==> config.mk <==
export PLATFORM = sky130hd
export DESIGN_NAME = kan_frame_sequencer
export DESIGN_NICKNAME = d
export VERILOG_FILES = /design/src/rtl/kan_pkg.sv /design/src/rtl/kan_sat_clamp.sv /design/src/rtl/kan_frame_sequencer.sv
export SDC_FILE = /design/constraint.sdc
export NUM_CORES = 1
export LEC_CHECK = 0
export CELL_PAD_IN_SITES_DETAIL_PLACEMENT = 1
export CELL_PAD_IN_SITES_GLOBAL_PLACEMENT = 1
export CORE_MARGIN = 3
export CORE_UTILIZATION = 40
export CTS_CLUSTER_SIZE = 8
export DETAILED_ROUTE_END_ITERATION = 12
export HOLD_SLACK_MARGIN = 0.06
export PLACE_DENSITY = 0.77
export SLEW_MARGIN = 20
export SYNTH_ARGS = -nofsm -noshare
export SYNTH_HDL_FRONTEND = slang
export SYNTH_HIERARCHICAL = 1
export SYNTH_SLANG_ARGS = --single-unit
==> constraint.sdc <==
create_clock -name clk -period 3.5 [get_ports clk]
set_input_delay 0.525 -clock clk [delete_from_list [all_inputs] [get_ports clk]]
set_output_delay 0.525 -clock clk [all_outputs]
set_load 0.005 [all_outputs]
==> src/rtl/kan_pkg.sv <==
// Shared types and helpers for the KAN frame sequencer.
package kan_pkg;

  localparam int DATA_W_DEFAULT = 16;

  typedef enum logic [1:0] {
    ST_FILL    = 2'd0,
    ST_SETTLE  = 2'd1,
    ST_PRESENT = 2'd2
  } state_e;

  // Signed saturation on a 32-bit container; callers sign-extend narrower words.
  function automatic logic signed [31:0] sat_clamp(input logic signed [31:0] value,
                                                   input logic signed [31:0] lo,
                                                   input logic signed [31:0] hi);
    logic signed [31:0] res;
    res = value;
    if (value < lo) begin
      res = lo;
    end else if (value > hi) begin
      res = hi;
    end
    return res;
  endfunction

endpackage

==> src/rtl/kan_sat_clamp.sv <==
// Combinational signed clamp of one sample word to [CLAMP_MIN, CLAMP_MAX].
module kan_sat_clamp
  import kan_pkg::*;
#(
  parameter int                DATA_W    = DATA_W_DEFAULT,
  parameter logic [DATA_W-1:0] CLAMP_MIN = 16'hC000,
  parameter logic [DATA_W-1:0] CLAMP_MAX = 16'h3FFF
) (
  input  logic [DATA_W-1:0] data_i,
  output logic [DATA_W-1:0] data_o
);

  logic signed [31:0] clamped;
  logic               unused_hi;

  assign clamped   = sat_clamp(32'($signed(data_i)),
                               32'($signed(CLAMP_MIN)),
                               32'($signed(CLAMP_MAX)));
  assign data_o    = clamped[DATA_W-1:0];
  // Upper bits are only sign extension once the result is inside the bounds.
  assign unused_hi = ^clamped[31:DATA_W];

endmodule

==> src/rtl/kan_frame_sequencer.sv <==
// Packs clamped input samples into a frame for the KAN core, waits a fixed
// settle time, then captures and presents the core result on a valid/ready port.
module kan_frame_sequencer
  import kan_pkg::*;
#(
  parameter int                IN_FEATURES   = 2,
  parameter int                DATA_W        = DATA_W_DEFAULT,
  parameter int                SETTLE_CYCLES = 4,
  parameter logic [DATA_W-1:0] CLAMP_MIN     = 16'hC000,
  parameter logic [DATA_W-1:0] CLAMP_MAX     = 16'h3FFF
) (
  input  logic                          clk,
  input  logic                          reset,
  input  logic                          s_valid,
  output logic                          s_ready,
  input  logic [DATA_W-1:0]             s_data,
  input  logic                          s_last,
  output logic [IN_FEATURES*DATA_W-1:0] kan_in,
  input  logic [DATA_W-1:0]             kan_out,
  output logic                          m_valid,
  input  logic                          m_ready,
  output logic [DATA_W-1:0]             m_data,
  output logic                          busy,
  output logic                          frame_err
);

  localparam int              IDX_W    = (IN_FEATURES > 1) ? $clog2(IN_FEATURES) : 1;
  localparam int              CNT_W    = $clog2(SETTLE_CYCLES + 1);
  localparam logic [IDX_W-1:0] LAST_IDX = IDX_W'(IN_FEATURES - 1);

  state_e                          state_q, state_d;
  logic [IDX_W-1:0]                idx_q, idx_d;
  logic [IN_FEATURES*DATA_W-1:0]   shadow_q, shadow_d;
  logic [IN_FEATURES*DATA_W-1:0]   kan_in_q, kan_in_d;
  logic [CNT_W-1:0]                cnt_q, cnt_d;
  logic [DATA_W-1:0]               m_data_q, m_data_d;
  logic                            m_valid_q, m_valid_d;
  logic                            frame_err_q, frame_err_d;
  logic [DATA_W-1:0]               s_clamped;
  logic                            last_slot;

  kan_sat_clamp #(
    .DATA_W   (DATA_W),
    .CLAMP_MIN(CLAMP_MIN),
    .CLAMP_MAX(CLAMP_MAX)
  ) u_clamp (
    .data_i(s_data),
    .data_o(s_clamped)
  );

  assign last_slot = (idx_q == LAST_IDX);

  // Next-state logic: frame fill/commit, settle countdown, result handshake.
  always_comb begin
    // NOTE: every output of this block gets a default first so no path leaves one unassigned and infers a latch.
    state_d     = state_q;
    idx_d       = idx_q;
    shadow_d    = shadow_q;
    kan_in_d    = kan_in_q;
    cnt_d       = cnt_q;
    m_data_d    = m_data_q;
    m_valid_d   = m_valid_q;
    frame_err_d = 1'b0;
    case (state_q)
      ST_FILL: begin
        if (s_valid) begin
          if (s_last != last_slot) begin
            // Malformed frame: drop the partial shadow and restart at slot 0.
            frame_err_d = 1'b1;
            idx_d       = '0;
          end else begin
            for (int i = 0; i < IN_FEATURES; i++) begin
              if (idx_q == IDX_W'(i)) shadow_d[i*DATA_W +: DATA_W] = s_clamped;
            end
            if (s_last) begin
              // Commit includes the word arriving on this beat.
              kan_in_d = shadow_d;
              cnt_d    = CNT_W'(SETTLE_CYCLES);
              idx_d    = '0;
              state_d  = ST_SETTLE;
            end else begin
              idx_d = idx_q + 1'b1;
            end
          end
        end
      end
      ST_SETTLE: begin
        if (cnt_q == CNT_W'(1)) begin
          m_data_d  = kan_out;
          m_valid_d = 1'b1;
          cnt_d     = '0;
          state_d   = ST_PRESENT;
        end else begin
          cnt_d = cnt_q - 1'b1;
        end
      end
      ST_PRESENT: begin
        if (m_ready) begin
          m_valid_d = 1'b0;
          idx_d     = '0;
          state_d   = ST_FILL;
        end
      end
      default: state_d = ST_FILL;
    endcase
  end

  // State registers with asynchronous reset.
  always_ff @(posedge clk or posedge reset) begin
    if (reset) begin
      // NOTE: the shadow frame is only a few words, so it is reset with everything else rather than left as unreset storage.
      state_q     <= ST_FILL;
      idx_q       <= '0;
      shadow_q    <= '0;
      kan_in_q    <= '0;
      cnt_q       <= '0;
      m_data_q    <= '0;
      m_valid_q   <= 1'b0;
      frame_err_q <= 1'b0;
    end else begin
      // NOTE: non-blocking assignments so every register samples the pre-edge values.
      state_q     <= state_d;
      idx_q       <= idx_d;
      shadow_q    <= shadow_d;
      kan_in_q    <= kan_in_d;
      cnt_q       <= cnt_d;
      m_data_q    <= m_data_d;
      m_valid_q   <= m_valid_d;
      frame_err_q <= frame_err_d;
    end
  end

  assign s_ready   = (state_q == ST_FILL) && !reset;
  assign busy      = (state_q != ST_FILL);
  assign kan_in    = kan_in_q;
  assign m_valid   = m_valid_q;
  assign m_data    = m_data_q;
  assign frame_err = frame_err_q;

endmodule

==> impl_metrics.py, run 1 <==
metrics = {
    "clock_tree": {
        "cts_hold_buf": 0,
        "cts_tree": "built",
        "cts_resized": 0,
        "clk_latency_ns": 0.36,
        "cts.path.max_buffers": 2,
        "clock_sinks": 88,
        "post_cts_buffers": 0,
        "root_buffer": "clkbuf_8",
        "cts_buffers": 9,
        "clkTransAtPathRegs_ns": 0.08,
        "htree_num_levels": 3,
    },
    "floorplanning": {
        "boundaryPins": 89,
        "die_h_um": 107,
        "dieArea_sq_um": 11500,
        "coreArea_sq_um": 9860,
        "start_util_pct": 41.6,
        "rows": 36,
        "die_x_um": 107,
    },
    "detailed_routing": {
        "vias_per_cell": 5.26,
        "drc": 0,
        "post_drt_wl_per_cell_um": 17.3,
        "num_vias": 2936,
        "first_pass_iters": 4,
        "first_iter_violations": 116,
        "wl_mm": 9.63,
        "drt.antenna.violating_nets": 0,
    },
    "finish": {
        "final_cell_area_sq_um": 5300,
        "diodes": 0,
        "area.growth.synth_to_final_pct": 29.0,
        "final_core_util_pct": 53.7,
        "drive_above_1_share_pct": 9.88,
        "nNetsFinal": 460,
        "stdcell_count": 558,
    },
    "power_and_ir_drop": {
        "power.switching_w": 0.00153,
        "p_int_w": 0.00312,
        "power_density_nw_per_um2": 879,
        "total_leakage_power_nw": 2.21,
        "p_seq_share_pct": 39.2,
        "p_sw_share_pct": 33.0,
        "p_clk_share_pct": 18.3,
        "comb_power_share_pct": 42.5,
        "ir_drop_uv": 250,
    },
    "worst_setup_path": {
        "setup.worst_path.class": "reg -> out",
        "r2r_cells": 5,
        "worstSetupStartpointType": "flip-flop",
        "critPathCaptureType": "output pin",
        "path_max_fanout": 23,
        "critPathArrivalTime_ns": 2.14,
        "timing.reg2reg.setup_slack_ns": 1.20,
        "crit_required_ns": 2.97,
    },
    "timing": {
        "rsz0062_at_grt": "false",
        "period_needed_ns": 2.67,
        "tns_ns": 0,
        "worst-slew-pin-transition_ns": 0.839,
        "skew_ns": 0.00978,
        "slew_headroom_pct": 43.9,
        "finalSetupViolCount": 0,
        "whs_ns": 0.489,
        "period_share_pct": 76.2,
        "slew_violations": 0,
        "finalHoldViolations": 0,
        "timing.fmax_ghz": 0.375,
    },
    "synth": {
        "ys_ff_latch": 88,
        "synth.avg_cell_area_sq_um": 12.0,
        "synth.most_common_cell": "dfrtp_1",
        "yosys_warnings": 6,
        "synthTopCellsByArea": "dfrtp_1, mux2_1, mux2i_1",
        "syn_nets": 383,
        "synth_edf_count": 0,
        "synthDominantCellAreaShare_pct": 53.7,
        "synth.largest_area_cell": "dfrtp_1",
        "yosysUniqueCellTypes": 35,
        "synth_flop_cell": "dfrtp_1",
        "seq_area_frac_synth_pct": 53.7,
        "syn_area_sq_um": 4100,
        "netlist_instances": 343,
        "yosys-top-cells-count": "dfrtp_1, mux2_1, a21oi_1, a31oi_1, mux2i_1",
        "synthArstFlopShare_pct": 100,
    },
    "min_path": {
        "hold_depth": 1,
        "hp-class": "reg -> reg",
    },
    "placement": {
        "dp_hpwl_mm": 6.79,
        "place.gp.congestion": 0.682,
        "place_area_sq_um": 5050,
        "dp.cells": 542,
        "port_buffers": 88,
    },
    "global_routing": {
        "antenna_found_initial": 0,
        "track_usage_pct": 17.6,
        "grt_max_degree": 45,
        "grt_first_pass_wirelength_mm": 15.7,
        "grt_overflow_total": 0,
        "grt_pass1_vias": 3002,
    },
    "status": {
        "status": "completed",
    },
    "job": {
        "cap_violations": 0,
    },
}
## power groups by stage
stage,sequential [W],combinational [W],clock [W]
after floorplan,0.00179,0.00108,0
after global placement,0.00182,0.00191,0
after detailed placement,0.00185,0.00200,0
after CTS,0.00183,0.00202,0.000871
after global routing,0.00189,0.00218,0.000918
final,0.00183,0.00198,0.000851
## cell usage in the layout, fill, tap and decap left out, drive strengths merged
master and instances:
nand4b 1, a22oi 1, nor2 18, nand3 2, dfrtp 88, nand2b 2
mux2i 32, nor2b 1, o21bai 1, clkbuf 11, clkinv 3, a31o 1
o22ai 1, buf 8, nand2 16, o21ai 15, nor4bb 1, mux2 48
a21oi 34, and3b 1, inv 8, bufinv 3, ha 3, o2bb2ai 1
or4 1, a31oi 33, a22o 1, a21o 1, and3 1, clkdlybuf4s50 88
## per-layer routing
layer | GRT usage [%] | vias up | routed length [um]
li1 | - | 1389 | -
met1 | 23.2 | 1456 | 4450
met2 | 28.2 | 78 | 4480
met3 | 3.84 | 13 | 542
met4 | 7.12 | 0 | 151
met5 | 0 | - | 0
## final timing paths
check                      startpoint     endpoint
max                        state_q[1]      s_ready
max in group asynchronous       reset        idx_q
min                        m_data[13]   m_data[13]
min in group asynchronous       reset   m_data[13]
max reg2reg                state_q[1]  shadow_q[6]
min reg2reg                m_data[13]   m_data[13]
## cell families (layout without fill, tap and decap cells)
logic type | count (synthesis) | count (layout) | synth area share, %
and+or+nand+nor | 44 | 44 | 6.19
buffers and inverters | 39 | 121 | 5.37
adders and majority gates | 3 | 3 | 0.915
AOI/OAI and AO/OA | 89 | 89 | 12.9
DFF | 88 | 88 | 53.7
muxes | 80 | 80 | 21.0
## per-stage QoR
stage	power (W)	worst slack [ns]
6_report	0.00466	0.831
5_1_grt	0.00499	0.654
4_1_cts	0.00472	0.760
3_5_place_dp	0.00385	0.823
3_3_place_gp	0.00373	0.977
2_1_floorplan	0.00287	0.696
## worst max-delay path: stages, from the launching register on
cell	delay, ns
dfrtp_1	0.50
nor2_4	0.48
inv_1	0.15
nor2_1	0.14
clkdlybuf4s50_1	0.52
## cell type report
| type | count | area (sq um) |
|---|---|---|
| inverters | 9 | 35.0 |
| repair buffers | 96 | 953 |
| fillers | 1029 | 4570 |
| multi-input cells | 216 | 1690 |
| clock buffers | 11 | 141 |
| clock inverters | 5 | 104 |
| well taps | 133 | 166 |
| flip-flops and latches | 88 | 2200 |
## flip-flops by register name (all words and copies together) (netlist names)
register,cells
cnt_q,3
m_data,16
kan_in,32
m_valid,1
shadow_q,32
idx_q,1
state_q,2
frame_err,1
(Power assumes the default switching activity.)
==> run 2, diff against run 1 <==
Clock period 3.5 ns to 2.7 ns, I/O delays scaled along.
==> impl_metrics.py, run 2 (synthesized netlist as in run 1, its figures left out) <==
metrics = {
    "power_and_ir_drop": {
        "comb_power_share_pct": 41.7,
        "power.switching_w": 0.00200,
        "p_clk_share_pct": 18.7,
        "total_leakage_power_nw": 2.24,
        "p_seq_share_pct": 39.6,
        "finalPower_w": 0.00607,
        "p_int_w": 0.00407,
        "power_density_nw_per_um2": 1140,
        "p_sw_share_pct": 33.0,
        "ir_drop_uv": 403,
    },
    "clock_tree": {
        "clkTransAtPathRegs_ns": 0.09,
        "cts_buffers": 9,
        "root_buffer": "clkbuf_8",
        "cts_tree": "built",
        "clk_latency_ns": 0.37,
        "cts_hold_buf": 0,
        "cts_resized": 0,
        "cts.path.max_buffers": 2,
        "post_cts_buffers": 0,
        "clock_sinks": 88,
        "htree_num_levels": 3,
    },
    "floorplanning": {
        "rows": 36,
        "boundaryPins": 89,
        "coreArea_sq_um": 9860,
        "die_h_um": 107,
        "start_util_pct": 41.6,
        "dieArea_sq_um": 11500,
        "die_x_um": 107,
    },
    "global_routing": {
        "antenna_found_initial": 0,
        "grt_overflow_total": 0,
        "grt_first_pass_wirelength_mm": 16.1,
        "track_usage_pct": 17.9,
        "grt_max_degree": 46,
        "grt_pass1_vias": 3181,
    },
    "worst_setup_path": {
        "critPathCaptureType": "flip-flop",
        "crit_path_start": "idx_q",
        "critPathArrivalTime_ns": 2.37,
        "slowest_stage": "dfrtp_2",
        "cpPeakStageDelay_ns": 0.63,
        "setup.worst_path.class": "reg -> reg",
        "worstSetupStartpointType": "flip-flop",
        "cp_top_family": "flip-flops",
        "cp_cell_sequence": "inv_1 > ha_1 > nor4bb_4 > buf_4 > mux2_1",
        "path_max_fanout": 16,
        "crit_buf_inv": 2,
        "timing.reg2reg.setup_slack_ns": 0.58,
        "crit_required_ns": 2.95,
        "worst_r2r_startpoint": "idx_q",
    },
    "timing": {
        "period_needed_ns": 2.12,
        "slew_violations": 0,
        "finalSetupViolCount": 0,
        "timing.fmax_ghz": 0.472,
        "skew_ns": 0.0121,
        "finalHoldViolations": 0,
        "slew_headroom_pct": 52.9,
        "tns_ns": 0,
        "whs_ns": 0.476,
        "worst-slew-pin-transition_ns": 0.706,
        "rsz0062_at_grt": "false",
        "period_share_pct": 78.5,
    },
    "finish": {
        "area.growth.synth_to_final_pct": 30.3,
        "diodes": 0,
        "final_core_util_pct": 54.2,
        "drive_above_1_share_pct": 11.4,
        "layout_commonest_cell": "clkdlybuf4s50_1",
        "nNetsFinal": 466,
        "most-common-layout-cells": "clkdlybuf4s50_1, dfrtp_1, mux2_1",
    },
    "detailed_routing": {
        "drc": 0,
        "first_iter_violations": 123,
        "maxUsedRoutingLayer": "met4",
        "post_drt_wl_per_cell_um": 17.0,
        "met3_length_um": 540,
        "drt.antenna.violating_nets": 0,
        "vias_per_cell": 5.26,
        "met1_length_mm": 4.51,
        "wl_mm": 9.61,
        "num_vias": 2967,
        "routed-wl-met2_mm": 4.46,
        "first_pass_iters": 6,
    },
    "status": {
        "status": "completed",
    },
    "min_path": {
        "hp-class": "in -> async",
    },
    "placement": {
        "place.gp.congestion": 0.722,
        "port_buffers": 88,
        "dp_hpwl_mm": 6.86,
    },
    "job": {
        "cap_violations": 0,
    },
}
## run 2: final cells by class
cell class	count	area, sq um
fillers	1043	4520
multi-input cells	216	1690
clock buffers	10	138
flip-flops and latches	88	2200
inverters	9	35.0
clock inverters	6	115
well taps	133	166
repair buffers	102	998
## run 2: path summary, 6_finish.rpt
check,endpoint,depth (start not counted)
hold reg to reg,m_data[5],1
max in group asynchronous,shadow_q[28],3
setup / recovery,shadow_q[5],5
setup reg to reg,shadow_q[5],5
min in group clk,m_data[5],1
hold / removal,cnt_q[0],2
## run 2: per-stage QoR
step                instance area, sq um  setup slack [ns]  instances
floorplan                           4100            0.0164        343
global placement                    5090             0.441        548
detailed placement                  5090             0.359        548
CTS                                 5350             0.536        564
global route                        5350             0.420        564
finish                              5350             0.580        564
## run 2: power by group through the flow
stage	Clock (W)	Combinational (W)	Sequential [W]
floorplan	0	0.00140	0.00232
global placement	0	0.00246	0.00239
detailed placement	0	0.00256	0.00243
finish	0.00114	0.00253	0.00241
global route	0.00123	0.00280	0.00250
CTS	0.00118	0.00257	0.00241
## run 2: metal layers
layer,vias to the layer above,track usage [%]
li1,1403,-
met1,1476,24.4
met2,81,28.3
met3,7,5.10
met4,0,4.29
met5,-,0
==> run 3, diff against run 2 <==
Clock period 2.7 ns to 2.05 ns, I/O delays scaled along.
==> impl_metrics.py, run 3 (synthesized netlist as in run 1, its figures left out) <==
metrics = {
    "worst_setup_path": {
        "crit_path_start": "state_q[1]",
        "worstSetupStartpointType": "flip-flop",
        "worst_r2r_startpoint": "idx_q",
        "path_max_fanout": 9,
        "crit_required_ns": 1.74,
        "critPathArrivalTime_ns": 1.63,
        "setup.worst_path.class": "reg -> out",
        "critPathCaptureType": "output pin",
    },
    "detailed_routing": {
        "drc": 0,
        "vias_per_cell": 5.28,
        "post_drt_wl_per_cell_um": 17.1,
        "wl_mm": 9.80,
        "first_pass_iters": 4,
        "num_vias": 3022,
        "drt.antenna.violating_nets": 0,
        "first_iter_violations": 115,
    },
    "clock_tree": {
        "cts_buffers": 9,
        "clock_sinks": 88,
        "cts_tree": "built",
        "cts.path.max_buffers": 2,
        "clk_latency_ns": 0.36,
        "htree_num_levels": 3,
        "root_buffer": "clkbuf_8",
        "clkTransAtPathRegs_ns": 0.08,
    },
    "floorplanning": {
        "boundaryPins": 89,
        "rows": 36,
        "coreArea_sq_um": 9860,
        "start_util_pct": 41.6,
        "die_h_um": 107,
        "dieArea_sq_um": 11500,
        "die_x_um": 107,
    },
    "placement": {
        "dp_hpwl_mm": 7.10,
        "dp.cells": 557,
        "port_buffers": 88,
        "place.gp.congestion": 0.733,
    },
    "power_and_ir_drop": {
        "power_density_nw_per_um2": 1440,
        "ir_drop_uv": 635,
        "total_leakage_power_nw": 2.28,
    },
    "finish": {
        "nNetsFinal": 476,
        "most-common-layout-cells": "clkdlybuf4s50_1, dfrtp_1, mux2_1",
        "stdcell_count": 572,
        "diodes": 0,
        "final_core_util_pct": 55.2,
        "drive_above_1_share_pct": 13.2,
        "layout_commonest_cell": "clkdlybuf4s50_1",
        "area.growth.synth_to_final_pct": 32.6,
    },
    "min_path": {
        "hp-class": "in -> async",
    },
    "global_routing": {
        "grt_overflow_total": 0,
        "track_usage_pct": 18.0,
        "grt_first_pass_wirelength_mm": 16.3,
        "antenna_found_initial": 0,
        "grt_pass1_vias": 3264,
        "grt_max_degree": 58,
    },
    "timing": {
        "finalHoldViolations": 0,
        "skew_ns": 0.00898,
        "slew_headroom_pct": 60.2,
        "period_needed_ns": 1.93,
        "rsz0062_at_grt": "false",
        "worst-slew-pin-transition_ns": 0.597,
        "finalSetupViolCount": 0,
        "slew_violations": 0,
        "period_share_pct": 94.3,
        "timing.fmax_ghz": 0.517,
        "tns_ns": 0,
    },
    "job": {
        "cap_violations": 0,
    },
    "status": {
        "status": "completed",
    },
}
-- run 3: cell type report --
type / count / area (sq um)
fill: 1005 / 4420
sequential: 88 / 2200
multi-input combinational: 216 / 1690
timing repair buffer: 112 / 1150
tap: 133 / 166
clock buffer: 11 / 151
clock inverter: 3 / 42.5
inverter: 9 / 37.5
-- run 3: metal layers --
layer	part of all wire, %	track usage (%)	vias up
li1	-	-	1413
met1	46	23.3	1516
met2	48	29.9	82
met3	4.8	3.42	11
met4	1.5	6.58	0
met5	0	0	-
-- run 3: critical path: stages, from the launching register on --
cell             delay, ns
dfrtp_2               0.48
nor2_4                0.13
inv_1                 0.06
nor2_1                0.09
clkdlybuf4s50_1       0.52
-- run 3: where the power goes --
| group | leakage (nW) | internal [W] | switching (W) |
|---|---|---|---|
| Clock | 0.0973 | 0.000615 | 0.000592 |
| Combinational | 1.16 | 0.00198 | 0.00152 |
| Sequential | 1.02 | 0.00261 | 0.000505 |
-- run 3: path summary, 6_finish.rpt --
kind	end	slack (ns)	cells after the start
max	s_ready	0.12	4
min	m_data[13]	0.42	3
max reg2reg	shadow_q[4]	0.24	5
min reg2reg	m_data[1]	0.49	1
max in group asynchronous	state_q[1]	1.27	3
min in group clk	m_data[1]	0.49	1
-- run 3: through the flow --
stage / instance area (sq um) / setup slack, ns / power [W] / hold WS (ns)
2_1_floorplan: 4120 / 0.0410 / 0.00493 / 0.442
3_3_place_gp: 5240 / -0.0865 / 0.00646 / 0.462
3_5_place_dp: 5240 / -0.171 / 0.00667 / 0.474
4_1_cts: 5440 / 0.00855 / 0.00791 / 0.428
5_1_grt: 5440 / 0.0245 / 0.00841 / 0.454
6_report: 5440 / 0.117 / 0.00783 / 0.416
-- run 3: repair_timing --
action,in CTS,in global routing
pin swaps,0,1
endpoints found under the setup margin,1,1
setup buffers,0,1
gates resized for setup,1,0
hold buffers,0,0
